[src/rtl/pipe_hazard_ctrl.sv]
// Hazard and sequencing controller for the 5-stage RVX10 pipeline: operand forwarding,
// load-use stalls, branch flushes, multi-cycle EX sequencing and stall/flush counters.
module pipe_hazard_ctrl #(
  parameter int unsigned MC_LAT = 4,
  parameter int unsigned CNT_W  = 32
) (
  input  logic             clk,
  input  logic             reset,
  input  logic [4:0]       Rs1D,
  input  logic [4:0]       Rs2D,
  input  logic [4:0]       Rs1E,
  input  logic [4:0]       Rs2E,
  input  logic [4:0]       RdE,
  input  logic [4:0]       RdM,
  input  logic [4:0]       RdW,
  input  logic             RegWriteM,
  input  logic             RegWriteW,
  input  logic             ResultSrcE0,
  input  logic             PCSrcE,
  input  logic             MultiCycleE,
  output logic [1:0]       ForwardAE,
  output logic [1:0]       ForwardBE,
  output logic             StallF,
  output logic             StallD,
  output logic             StallE,
  output logic             FlushD,
  output logic             FlushE,
  output logic             FlushM,
  output logic             mc_busy,
  output logic [CNT_W-1:0] stall_cnt,
  output logic [CNT_W-1:0] flush_cnt
);

  typedef enum logic {IDLE, BUSY} state_t;

  localparam logic [3:0] MC_INIT = 4'(MC_LAT - 2);

  state_t     state, state_nx;
  logic [3:0] mc_cnt, mc_cnt_nx;
  logic       lwStall;
  logic       mcStall;

  function automatic logic [1:0] fwd_sel(
    input logic [4:0] rs,
    input logic [4:0] rd_m,
    input logic       we_m,
    input logic [4:0] rd_w,
    input logic       we_w
  );
    if (we_m && (rd_m != '0) && (rs == rd_m))      return 2'b10;
    else if (we_w && (rd_w != '0) && (rs == rd_w)) return 2'b01;
    else                                           return 2'b00;
  endfunction

  assign ForwardAE = fwd_sel(Rs1E, RdM, RegWriteM, RdW, RegWriteW);
  assign ForwardBE = fwd_sel(Rs2E, RdM, RegWriteM, RdW, RegWriteW);

  assign lwStall = ResultSrcE0 && (RdE != '0) && ((Rs1D == RdE) || (Rs2D == RdE));

  always_ff @(posedge clk or posedge reset) begin
    if (reset) begin
      state  <= IDLE;
      mc_cnt <= '0;
    end else begin
      state  <= state_nx;
      mc_cnt <= mc_cnt_nx;
    end
  end

  // BUSY with mc_cnt==0 is the release cycle; MultiCycleE is ignored there so a
  // following op is picked up from IDLE on the next cycle.
  always_comb begin
    state_nx  = state;
    mc_cnt_nx = mc_cnt;
    case (state)
      IDLE: begin
        if (MultiCycleE) begin
          state_nx  = BUSY;
          mc_cnt_nx = MC_INIT;
        end
      end
      BUSY: begin
        if (mc_cnt != '0) mc_cnt_nx = mc_cnt - 4'd1;
        else              state_nx  = IDLE;
      end
      default: state_nx = IDLE;
    endcase
  end

  // Reset also masks mcStall so outputs follow the plain input equations while held.
  always_comb begin
    mcStall = 1'b0;
    case (state)
      IDLE:    mcStall = MultiCycleE;
      BUSY:    mcStall = (mc_cnt != '0);
      default: mcStall = 1'b0;
    endcase
    if (reset) mcStall = 1'b0;

    StallF  = lwStall | mcStall;
    StallD  = lwStall | mcStall;
    StallE  = mcStall;
    FlushM  = mcStall;
    FlushD  = PCSrcE & ~mcStall;
    FlushE  = (lwStall | PCSrcE) & ~mcStall;
    mc_busy = (state == BUSY);
  end

  always_ff @(posedge clk or posedge reset) begin
    if (reset) begin
      stall_cnt <= '0;
      flush_cnt <= '0;
    end else begin
      if (StallF) stall_cnt <= stall_cnt + CNT_W'(1);
      if (FlushD) flush_cnt <= flush_cnt + CNT_W'(1);
    end
  end

endmodule

[config.mk]
export PLATFORM = sky130hd
export DESIGN_NAME = pipe_hazard_ctrl
export DESIGN_NICKNAME = d
export VERILOG_FILES = /design/src/rtl/pipe_hazard_ctrl.sv
export SDC_FILE = /design/constraint.sdc
export NUM_CORES = 1
export LEC_CHECK = 0
export ABC_AREA = 1
export CAP_MARGIN = 0
export CORE_UTILIZATION = 35
export CTS_CLUSTER_DIAMETER = 150
export DETAILED_ROUTE_END_ITERATION = 7
export PLACE_DENSITY_LB_ADDON = 0.2
export SYNTH_ARGS = -nofsm -noshare
export SYNTH_HDL_FRONTEND = slang
export SYNTH_SLANG_ARGS = --single-unit
[constraint.sdc]
create_clock -name clk -period 4.21 [get_ports clk]
set_input_delay 0.6315 -clock clk [delete_from_list [all_inputs] [get_ports clk]]
set_output_delay 0.6315 -clock clk [all_outputs]
set_load 0.01 [all_outputs]
==> impl_metrics.env, run 1 <==
export IMPL_outcome="complete, no violations"
export IMPL_setup_violations_final=0
export IMPL_dp_hpwl_um=9720
export IMPL_fin_tns_setup_ps=0
export IMPL_yosysMostFrequentCell="nand2_1"
export IMPL_drc=0
export IMPL_synth_commonest_cells="nand2_1, nor2_1, dfrtp_1"
export IMPL_numCtsBuffers=9
export IMPL_regToRegSetupSlack_ps=2080
export IMPL_antenna_cells=0
export IMPL_drt_iter0_markers=225
export IMPL_wl_per_cell_um=12.7
export IMPL_synth_seq_cells=69
export IMPL_crit_top_cell="nand2_1"
export IMPL_cp_slowest_stage_delay_ps=590
export IMPL_crit_slowest_cell="clkdlybuf4s50_1"
export IMPL_synth_top_area_share_pct=35.6
export IMPL_r2r_worst_path_cells=10
export IMPL_path_clk_slew_ps=50
export IMPL_antenna_found_initial=0
export IMPL_clock_sinks=69
export IMPL_powerDensity_nw_per_um2=383
export IMPL_p_sw_share_pct=33.1
export IMPL_die_area_um2=14300
export IMPL_max_slew_margin_pct=41.7
export IMPL_p_switching_mw=0.822
export IMPL_port_buffers=116
export IMPL_skew_ps=10.3
export IMPL_critPathBufInv=4
export IMPL_ys_warn_count=0
export IMPL_synth_area_per_cell_um2=6.82
export IMPL_tightest_slew_ps=875
export IMPL_cts_max_level=3
export IMPL_grt_pass1_wl_um=21900
export IMPL_cts_tree="yes"
export IMPL_crit_path_end_kind="output pin"
export IMPL_timing_rr_start="mc_cnt[0]$_DFFE_PP0P_"
export IMPL_grt_ovfl_total=0
export IMPL_fmax_mhz=301
export IMPL_die_h_um=120
export IMPL_path_cells="clkdlybuf4s50_1 -> inv_1 -> nand2_1 -> nand2_1 -> nor2_1 -> nand3_1 -> nand2_1 -> nand2_2 -> buf_4 -> o21ai_0 -> clkdlybuf4s50_1"
export IMPL_postCtsResizedCells=0
export IMPL_leakage_nw=2.91
export IMPL_crit_required_ps=3580
export IMPL_first_pass_iters=4
export IMPL_track_usage_pct=19.1
export IMPL_clkPwrFrac_pct=34.0
export IMPL_row_count=42
export IMPL_ctsHoldBuffers=0
export IMPL_cp_max_fo=33
export IMPL_clockBufferDepth=2
export IMPL_period_share_pct=79.0
export IMPL_synthToLayoutAreaGrowth_pct=33.7
export IMPL_synth_largest_area_cell="dfrtp_1"
export IMPL_synth_fp_nets=757
export IMPL_period_minus_slack_ps=3330
export IMPL_routabilityCongestion=0.891
export IMPL_cp_data_arrival_time_ps=2690
export IMPL_drive_gt1_share_pct=7.00
export IMPL_setup_slack_ps=885
export IMPL_maxCapViolCount=0
export IMPL_synthFlopType="dfrtp_1"
export IMPL_grt_setup_unrepaired="no"
export IMPL_start_kind="primary input"
export IMPL_post_cts_buffers=0
export IMPL_synth_top_cells_by_area="dfrtp_1, nand2_1, xor2_1, nor2_1, nand3_1"
export IMPL_comb_power_share_pct=30.6
export IMPL_hold_viol=0
export IMPL_synth_edf_count=0
export IMPL_grt_max_degree=70
export IMPL_clock_latency_ps=340
export IMPL_seq_area_frac_synth_pct=35.6
export IMPL_hold_depth=1
export IMPL_io_pins=117
export IMPL_synth_cell_types=31
export IMPL_timing_rr_end="flush_cnt[23]$_DFFE_PP0P_"
export IMPL_ir_drop_v=0.000168
export IMPL_synthArstFlopShare_pct=100
export IMPL_p_int_mw=1.66
export IMPL_synthCells=711
export IMPL_crit_family="buffers and inverters"
export IMPL_routed_wl_um=12800
export IMPL_grt_pass1_vias=4675
export IMPL_netlist_area_um2=4850
export IMPL_hold_start="mc_cnt[0]$_DFFE_PP0P_"
export IMPL_worstHoldPathType="reg -> reg"
export IMPL_path_class="in -> out"
export IMPL_cts_root_buffer="clkbuf_16"
export IMPL_start_util_pct=36.3
export IMPL_report_final_slew_viol_count=0
export IMPL_hold_slack_ps=510
export IMPL_ant_nets=0
export IMPL_vias=4782
export IMPL_nNetsFinal=871
export IMPL_die_w_um=120
export IMPL_hold_end="mc_cnt[0]$_DFFE_PP0P_"
export IMPL_place_worst_setup_slack_ps=870
export IMPL_coreArea_um2=13300
export IMPL_viasPerCell=4.76
export IMPL_seq_power_share_pct=35.4
## power groups by stage
stage	Sequential [mW]	Clock (mW)	Combinational, mW
final	0.878	0.845	0.760
after global routing	0.897	0.891	0.842
after CTS	0.880	0.870	0.772
after detailed placement	0.891	0	0.770
after global placement	0.886	0	0.756
after floorplan	0.899	0	0.446
## how the worst max path moves through the flow
stage            from      to  cells past startpoint
5_1_grt        RdE[4]  FlushE                     11
6_report       RdE[1]  FlushE                     11
2_1_floorplan   reset  FlushE                      5
4_1_cts        RdE[1]  FlushE                     11
3_5_place_dp   RdE[1]  FlushE                     11
3_3_place_gp   RdE[4]  FlushE                     11
## cells in the final DEF, fill, tap and decap left out, drive strengths merged
cell type,netlist,final
nand3,57,57
clkinv,2,2
xor2,41,41
o22ai,1,1
nor4,2,2
clkinvlp,0,1
clkbuf,2,12
o211ai,1,1
dfrtp,69,69
a21oi,1,1
o21ai,10,10
nand2,292,292
clkdlybuf4s50,0,116
nor2,105,105
xnor2,22,22
bufinv,0,2
inv,61,61
buf,13,2
nand4,9,9
nand3b,12,12
ha,4,4
nor3,7,7
## registers in the layout, indices dropped and copies added (netlist names)
| register | flops |
|---|---|
| stall_cnt | 32 |
| mc_cnt | 4 |
| mc_busy | 1 |
| flush_cnt | 32 |
## through the flow
step	cells	utilization, %	power, mW	instance area, um^2
6_report	1005	48.5	2.48	6480
2_1_floorplan	711	-	1.35	4850
5_1_grt	1005	48.5	2.63	6480
3_3_place_gp	990	46.0	1.64	6140
4_1_cts	1005	48.5	2.52	6480
3_5_place_dp	990	46.0	1.66	6140
## cells by family (layout without fill, tap and decap cells)
group | Yosys count | in the layout | synth area share, %
fa+ha+maj | 4 | 4 | 1.03
xor+xnor | 63 | 63 | 11.4
simple gates | 484 | 484 | 43.6
buf+inv | 78 | 196 | 6.97
flops | 69 | 69 | 35.6
compound gates | 13 | 13 | 1.42
## metal layers
metal / track usage [%] / part of all wire, %
met5: 0 / 0
met4: 7.27 / 2.0
met1: 24.7 / 46
met2: 31.2 / 47
met3: 3.99 / 5.3
## area by class of cell
class / count / area, um^2
fillers: 1353 / 6870
repair buffers: 118 / 1180
flip-flops and latches: 69 / 1730
clock buffers: 12 / 267
well taps: 176 / 220
clock inverters: 3 / 67.6
inverters: 63 / 239
multi-input cells: 564 / 2780
Power figures use the tool's default switching activity.
==> run 2: changes to the inputs <==
- clock period: 4.21 -> 2.7 ns (I/O delays scaled with it)
==> run 2 against run 1 <==
Sequential share of layout area is 0.19 points lower; routed wire length grew 3.0%; critical path type unchanged; count of clock-buffer cells in the layout is 1 higher; non-clock buffer count up 4; final cell count rose by 0.50%; cell area is 0.73% higher; combinational power up 61%; sequential power increased by 56%; largest cell class unchanged; register-to-register slack worse by 1200 ps.
==> impl_metrics.env, run 2 (synthesis gave the netlist of run 1 again) <==
export IMPL_final_fill_count=1337
export IMPL_path_class="in -> out"
export IMPL_path_cells="clkdlybuf4s50_1 -> nor2_1 -> nand2_1 -> o21ai_0 -> nor4_1 -> clkdlybuf4s50_1"
export IMPL_setup_slack_ps=98.9
export IMPL_crit_required_ps=2300
export IMPL_dp_cells=994
export IMPL_top_regs="flush_cnt: 32 flops, stall_cnt: 32 flops, mc_cnt: 4 flops"
export IMPL_cp_data_arrival_time_ps=2200
export IMPL_dr_wl_met2_um=6360
export IMPL_cts_max_level=3
export IMPL_crit_path_end_kind="output pin"
export IMPL_die_w_um=120
export IMPL_ir_drop_v=0.000278
export IMPL_top_layer="met4"
export IMPL_drt_iter0_markers=245
export IMPL_row_count=42
export IMPL_dp_hpwl_um=9850
export IMPL_port_buffers=116
export IMPL_final_cell_mix="nand2_1, clkdlybuf4s50_1, nor2_1, dfrtp_1, inv_1"
export IMPL_layout_cells_non_filler=1010
export IMPL_grt_setup_unrepaired="no"
export IMPL_place_worst_setup_slack_ps=108
export IMPL_die_area_um2=14300
export IMPL_antenna_cells=0
export IMPL_maxCapViolCount=0
export IMPL_track_usage_pct=20.0
export IMPL_crit_slowest_cell="clkdlybuf4s50_1"
export IMPL_ant_nets=0
export IMPL_path_clk_slew_ps=50
export IMPL_max_slew_margin_pct=39.1
export IMPL_fin_tns_setup_ps=0
export IMPL_drc=0
export IMPL_hold_depth=1
export IMPL_routed_wl_um=13200
export IMPL_start_kind="primary input"
export IMPL_vias=4787
export IMPL_die_h_um=120
export IMPL_synthToLayoutAreaGrowth_pct=34.7
export IMPL_cts_tree="yes"
export IMPL_grt_pass1_vias=4865
export IMPL_antenna_found_initial=0
export IMPL_skew_ps=9.81
export IMPL_hold_viol=0
export IMPL_period_share_pct=96.3
export IMPL_grt_pass1_wl_um=22900
export IMPL_coreArea_um2=13300
export IMPL_leakage_nw=2.95
export IMPL_crit_top_cell="clkdlybuf4s50_1"
export IMPL_period_minus_slack_ps=2600
export IMPL_tightest_slew_ps=914
export IMPL_r2r_worst_path_cells=11
export IMPL_cp_max_fo=3
export IMPL_grt_ovfl_total=0
export IMPL_clock_sinks=69
export IMPL_start_util_pct=36.3
export IMPL_report_final_slew_viol_count=0
export IMPL_io_pins=117
export IMPL_outcome="complete, no violations"
export IMPL_viasPerCell=4.74
export IMPL_routabilityCongestion=0.910
export IMPL_met1_length_um=5830
export IMPL_nNetsFinal=875
export IMPL_drive_gt1_share_pct=7.55
export IMPL_first_pass_iters=5
export IMPL_powerDensity_nw_per_um2=603
export IMPL_worstHoldPathType="reg -> reg"
export IMPL_clock_latency_ps=340
export IMPL_grt_max_degree=70
export IMPL_ctsHoldBuffers=0
export IMPL_setup_violations_final=0
export IMPL_wl_per_cell_um=13.0
export IMPL_numCtsBuffers=9
export IMPL_layout_cells_most_common="nand2_1"
export IMPL_fmax_mhz=384
export IMPL_route_met3_wl_um=718
export IMPL_clockBufferDepth=2
export IMPL_cts_root_buffer="clkbuf_16"
export IMPL_cp_slowest_stage_delay_ps=630
[run 2: cell count changes in the layout (fill, tap and decap cells not counted)]
cell             before  now
clkbuf_8              3    4
buf_4                 2    6
dlymetal6s2s_1        0    1
inv_2                 5    4
clkinv_2              0    1
clkdlybuf4s50_1     116  115
[run 2: path summary, 6_finish.rpt]
kind	start	end	slack, ps
hold / removal	mc_cnt[0]$_DFFE_PP0P_	mc_cnt[0]$_DFFE_PP0P_	490
hold reg to reg	mc_cnt[0]$_DFFE_PP0P_	mc_cnt[0]$_DFFE_PP0P_	490
max in group asynchronous	reset	mc_cnt[2]$_DFFE_PP0P_	1260
min in group asynchronous	reset	flush_cnt[2]$_DFFE_PP0P_	860
setup / recovery	RdM[3]	ForwardBE[1]	100
setup reg to reg	mc_cnt[0]$_DFFE_PP0P_	flush_cnt[23]$_DFFE_PP0P_	920
[run 2: area by class of cell]
cell class	instances	area [um^2]	area share, %
clock buffer	13	280	4.30
clock inverter	3	65.1	0.997
inverter	63	243	3.72
multi-input combinational	564	2780	42.6
sequential	69	1730	26.5
tap	176	220	3.37
timing repair buffer	122	1210	18.5
[run 2: where the power goes]
part / leakage (nW) / internal, mW / total, mW / switching [mW]
Sequential: 0.923 / 1.18 / 1.37 / 0.185
Clock: 0.172 / 0.908 / 1.35 / 0.446
Combinational: 1.86 / 0.549 / 1.22 / 0.667
Total: 2.95 / 2.64 / 3.94 / 1.30
[run 2: layer usage]
| layer | GRT usage, % | up-vias |
|---|---|---|
| met5 | 0 | - |
| met4 | 6.80 | 0 |
| met3 | 4.99 | 24 |
| met2 | 34.1 | 123 |
| met1 | 24.5 | 2208 |
| li1 | - | 2432 |
[run 2: worst max-delay path, delay by kind of cell]
family                 cells  cell delay, ps
AO/OA/AOI/OAI              1             110
buffers and inverters      2            1170
AND/OR/NAND/NOR            3             510
[run 2: timing repair]
action | in CTS | in global routing
gates resized for setup | 0 | 1
endpoints found under the setup margin | 0 | 1
setup buffers | 0 | 0
[run 2: through the flow]
| step | cell area (um^2) | hold slack, ps | util, % | power, mW |
|---|---|---|---|---|
| after floorplan | 4850 | 458 | - | 2.10 |
| after global placement | 6180 | 487 | 46.3 | 2.59 |
| after detailed placement | 6180 | 485 | 46.3 | 2.61 |
| after CTS | 6520 | 496 | 48.9 | 4.00 |
| after global routing | 6530 | 545 | 48.9 | 4.18 |
| final | 6530 | 493 | 48.9 | 3.94 |
==> run 3: changes to the inputs <==
- CORE_UTILIZATION: 35 -> 30
==> run 3 against run 2 <==
Hold slack improved by 1.6 ps; final cell count is 4.1% higher; total power fell by 4.0%; count of clock-buffer cells in the layout fell by 1; core utilization is 7.6 points lower; critical path type unchanged; largest cell class unchanged.
==> impl_metrics.env, run 3 (synthesis gave the netlist of run 1 again) <==
export IMPL_first_pass_iters=5
export IMPL_hold_depth=1
export IMPL_crit_family="buffers and inverters"
export IMPL_crit_top_cell="nand2_1"
export IMPL_clock_sinks=69
export IMPL_antenna_found_initial=0
export IMPL_ctsHoldBuffers=0
export IMPL_grt_pass1_vias=4478
export IMPL_final_fill_count=1641
export IMPL_drive_gt1_share_pct=7.43
export IMPL_top_regs="flush_cnt: 32 flops, stall_cnt: 32 flops, mc_cnt: 4 flops"
export IMPL_ant_nets=0
export IMPL_regToRegSetupSlack_ps=880
export IMPL_post_cts_buffers=0
export IMPL_path_depth=10
export IMPL_path_clk_slew_ps=60
export IMPL_vias=4687
export IMPL_die_w_um=129
export IMPL_start_util_pct=30.6
export IMPL_grt_max_degree=55
export IMPL_path_class="in -> out"
export IMPL_setup_violations_final=0
export IMPL_drt_iter0_markers=186
export IMPL_hold_viol=0
export IMPL_cp_data_arrival_time_ps=2180
export IMPL_regArea_um2=1730
export IMPL_cts_tree="yes"
export IMPL_routed_wl_um=13300
export IMPL_period_share_pct=95.9
export IMPL_tightest_slew_ps=724
export IMPL_clock_latency_ps=330
export IMPL_cp_max_fo=3
export IMPL_outcome="complete, no violations"
export IMPL_report_final_slew_viol_count=0
export IMPL_crit_path_end_kind="output pin"
export IMPL_timing_rr_start="mc_cnt[0]$_DFFE_PP0P_"
export IMPL_routabilityCongestion=0.813
export IMPL_hold_end="mc_cnt[0]$_DFFE_PP0P_"
export IMPL_r2r_worst_path_cells=11
export IMPL_synthToLayoutAreaGrowth_pct=34.7
export IMPL_wl_per_cell_um=12.7
export IMPL_period_minus_slack_ps=2590
export IMPL_drc=0
export IMPL_postCtsResizedCells=0
export IMPL_crit_required_ps=2300
export IMPL_clockBufferDepth=2
export IMPL_powerDensity_nw_per_um2=579
export IMPL_cp_slowest_stage_delay_ps=570
export IMPL_layout_cells_most_common="nand2_1"
export IMPL_cts_max_level=3
export IMPL_critPathBufInv=3
export IMPL_grt_setup_unrepaired="no"
export IMPL_multi_input_area_um2=2780
export IMPL_cts_root_buffer="clkbuf_16"
export IMPL_fmax_mhz=386
export IMPL_coreArea_um2=15800
export IMPL_ir_drop_v=0.000269
export IMPL_maxCapViolCount=0
export IMPL_timing_rr_end="flush_cnt[23]$_DFFE_PP0P_"
export IMPL_io_pins=117
export IMPL_leakage_nw=2.91
export IMPL_grt_ovfl_total=0
export IMPL_port_buffers=116
export IMPL_start_kind="primary input"
export IMPL_numCtsBuffers=9
export IMPL_antenna_cells=0
export IMPL_die_h_um=129
export IMPL_skew_ps=8.89
export IMPL_max_slew_margin_pct=51.7
export IMPL_nNetsFinal=876
export IMPL_fin_tns_setup_ps=0
export IMPL_final_cell_mix="nand2_1, clkdlybuf4s50_1, nor2_1, dfrtp_1, inv_1"
export IMPL_track_usage_pct=17.1
export IMPL_dp_hpwl_um=9880
export IMPL_viasPerCell=4.46
export IMPL_grt_pass1_wl_um=22300
export IMPL_hold_start="mc_cnt[0]$_DFFE_PP0P_"
export IMPL_worstHoldPathType="reg -> reg"
export IMPL_path_cells="clkdlybuf4s50_1 -> inv_1 -> nand2_1 -> nand2_1 -> nor2_1 -> nand3_1 -> nand2_1 -> nand2_2 -> o21ai_0 -> clkdlybuf4s50_1"
export IMPL_p_total_mw=3.78
export IMPL_crit_slowest_cell="clkdlybuf4s50_1"
export IMPL_row_count=46
export IMPL_die_area_um2=16700
==> run 3: cell types whose count changed in the layout (fill, tap and decap cells not counted) <==
cell	before	now
buf_4	6	7
bufinv_16	2	1
clkbuf_1	0	2
clkbuf_8	4	1
clkdlybuf4s50_1	115	116
clkinv_2	1	2
clkinvlp_4	1	2
dlymetal6s2s_1	1	0
==> run 3: per-layer routing <==
metal  global-route usage (%)  up-vias  part of all wire (%)
li1                         -     2442                     -
met1                     22.3     2144                    47
met2                     28.7       92                    48
met3                     4.29        9                   3.6
met4                     3.74        0                  0.76
met5                        0        -                     0
==> run 3: through the flow <==
| step | std cells | hold WS, ps | setup WS (ps) | cell area [um^2] | util (%) |
|---|---|---|---|---|---|
| finish | 1051 | 495 | 111 | 6530 | 41.2 |
| global route | 1051 | 547 | 6.91 | 6530 | 41.2 |
| CTS | 1051 | 500 | 98.4 | 6530 | 41.2 |
| detailed placement | 1035 | 492 | 98.8 | 6230 | 39.4 |
| global placement | 1035 | 483 | 79.6 | 6230 | 39.4 |
| floorplan | 711 | 458 | 82.6 | 4850 | - |
==> run 3: layout make-up <==
type                            instances  share of cell area [%]
Multi-Input combinational cell        564                    42.6
Sequential cell                        69                    26.4
Timing Repair Buffer                  123                    18.6
Tap cell                              216                    4.14
Clock buffer                           12                    3.78
Inverter                               63                    3.72
Clock inverter                          4                   0.728
==> run 3: worst reg2reg max path: stages (launching register included) <==
cell	delay [ps]
dfrtp_1	390
inv_1	100
ha_1	170
nand3_2	90
nand2_4	100
nand2_4	90
nand2_8	90
nand2_4	70
inv_4	60
buf_4	280
nand2_1	120
xor2_1	150
==> run 3: report_power, final <==
group	switching (mW)	internal [mW]
Combinational	0.666	0.551
Clock	0.453	0.738
Sequential	0.189	1.18
==> run 3: worst max-delay path by stage <==
stage / end / start
after floorplan: FlushE / reset
final: FlushE / RdE[1]
after global placement: ForwardBE[1] / RdM[2]
after global routing: FlushE / mc_cnt[0]$_DFFE_PP0P_
after CTS: FlushE / RdE[1]
after detailed placement: FlushE / RdE[1]
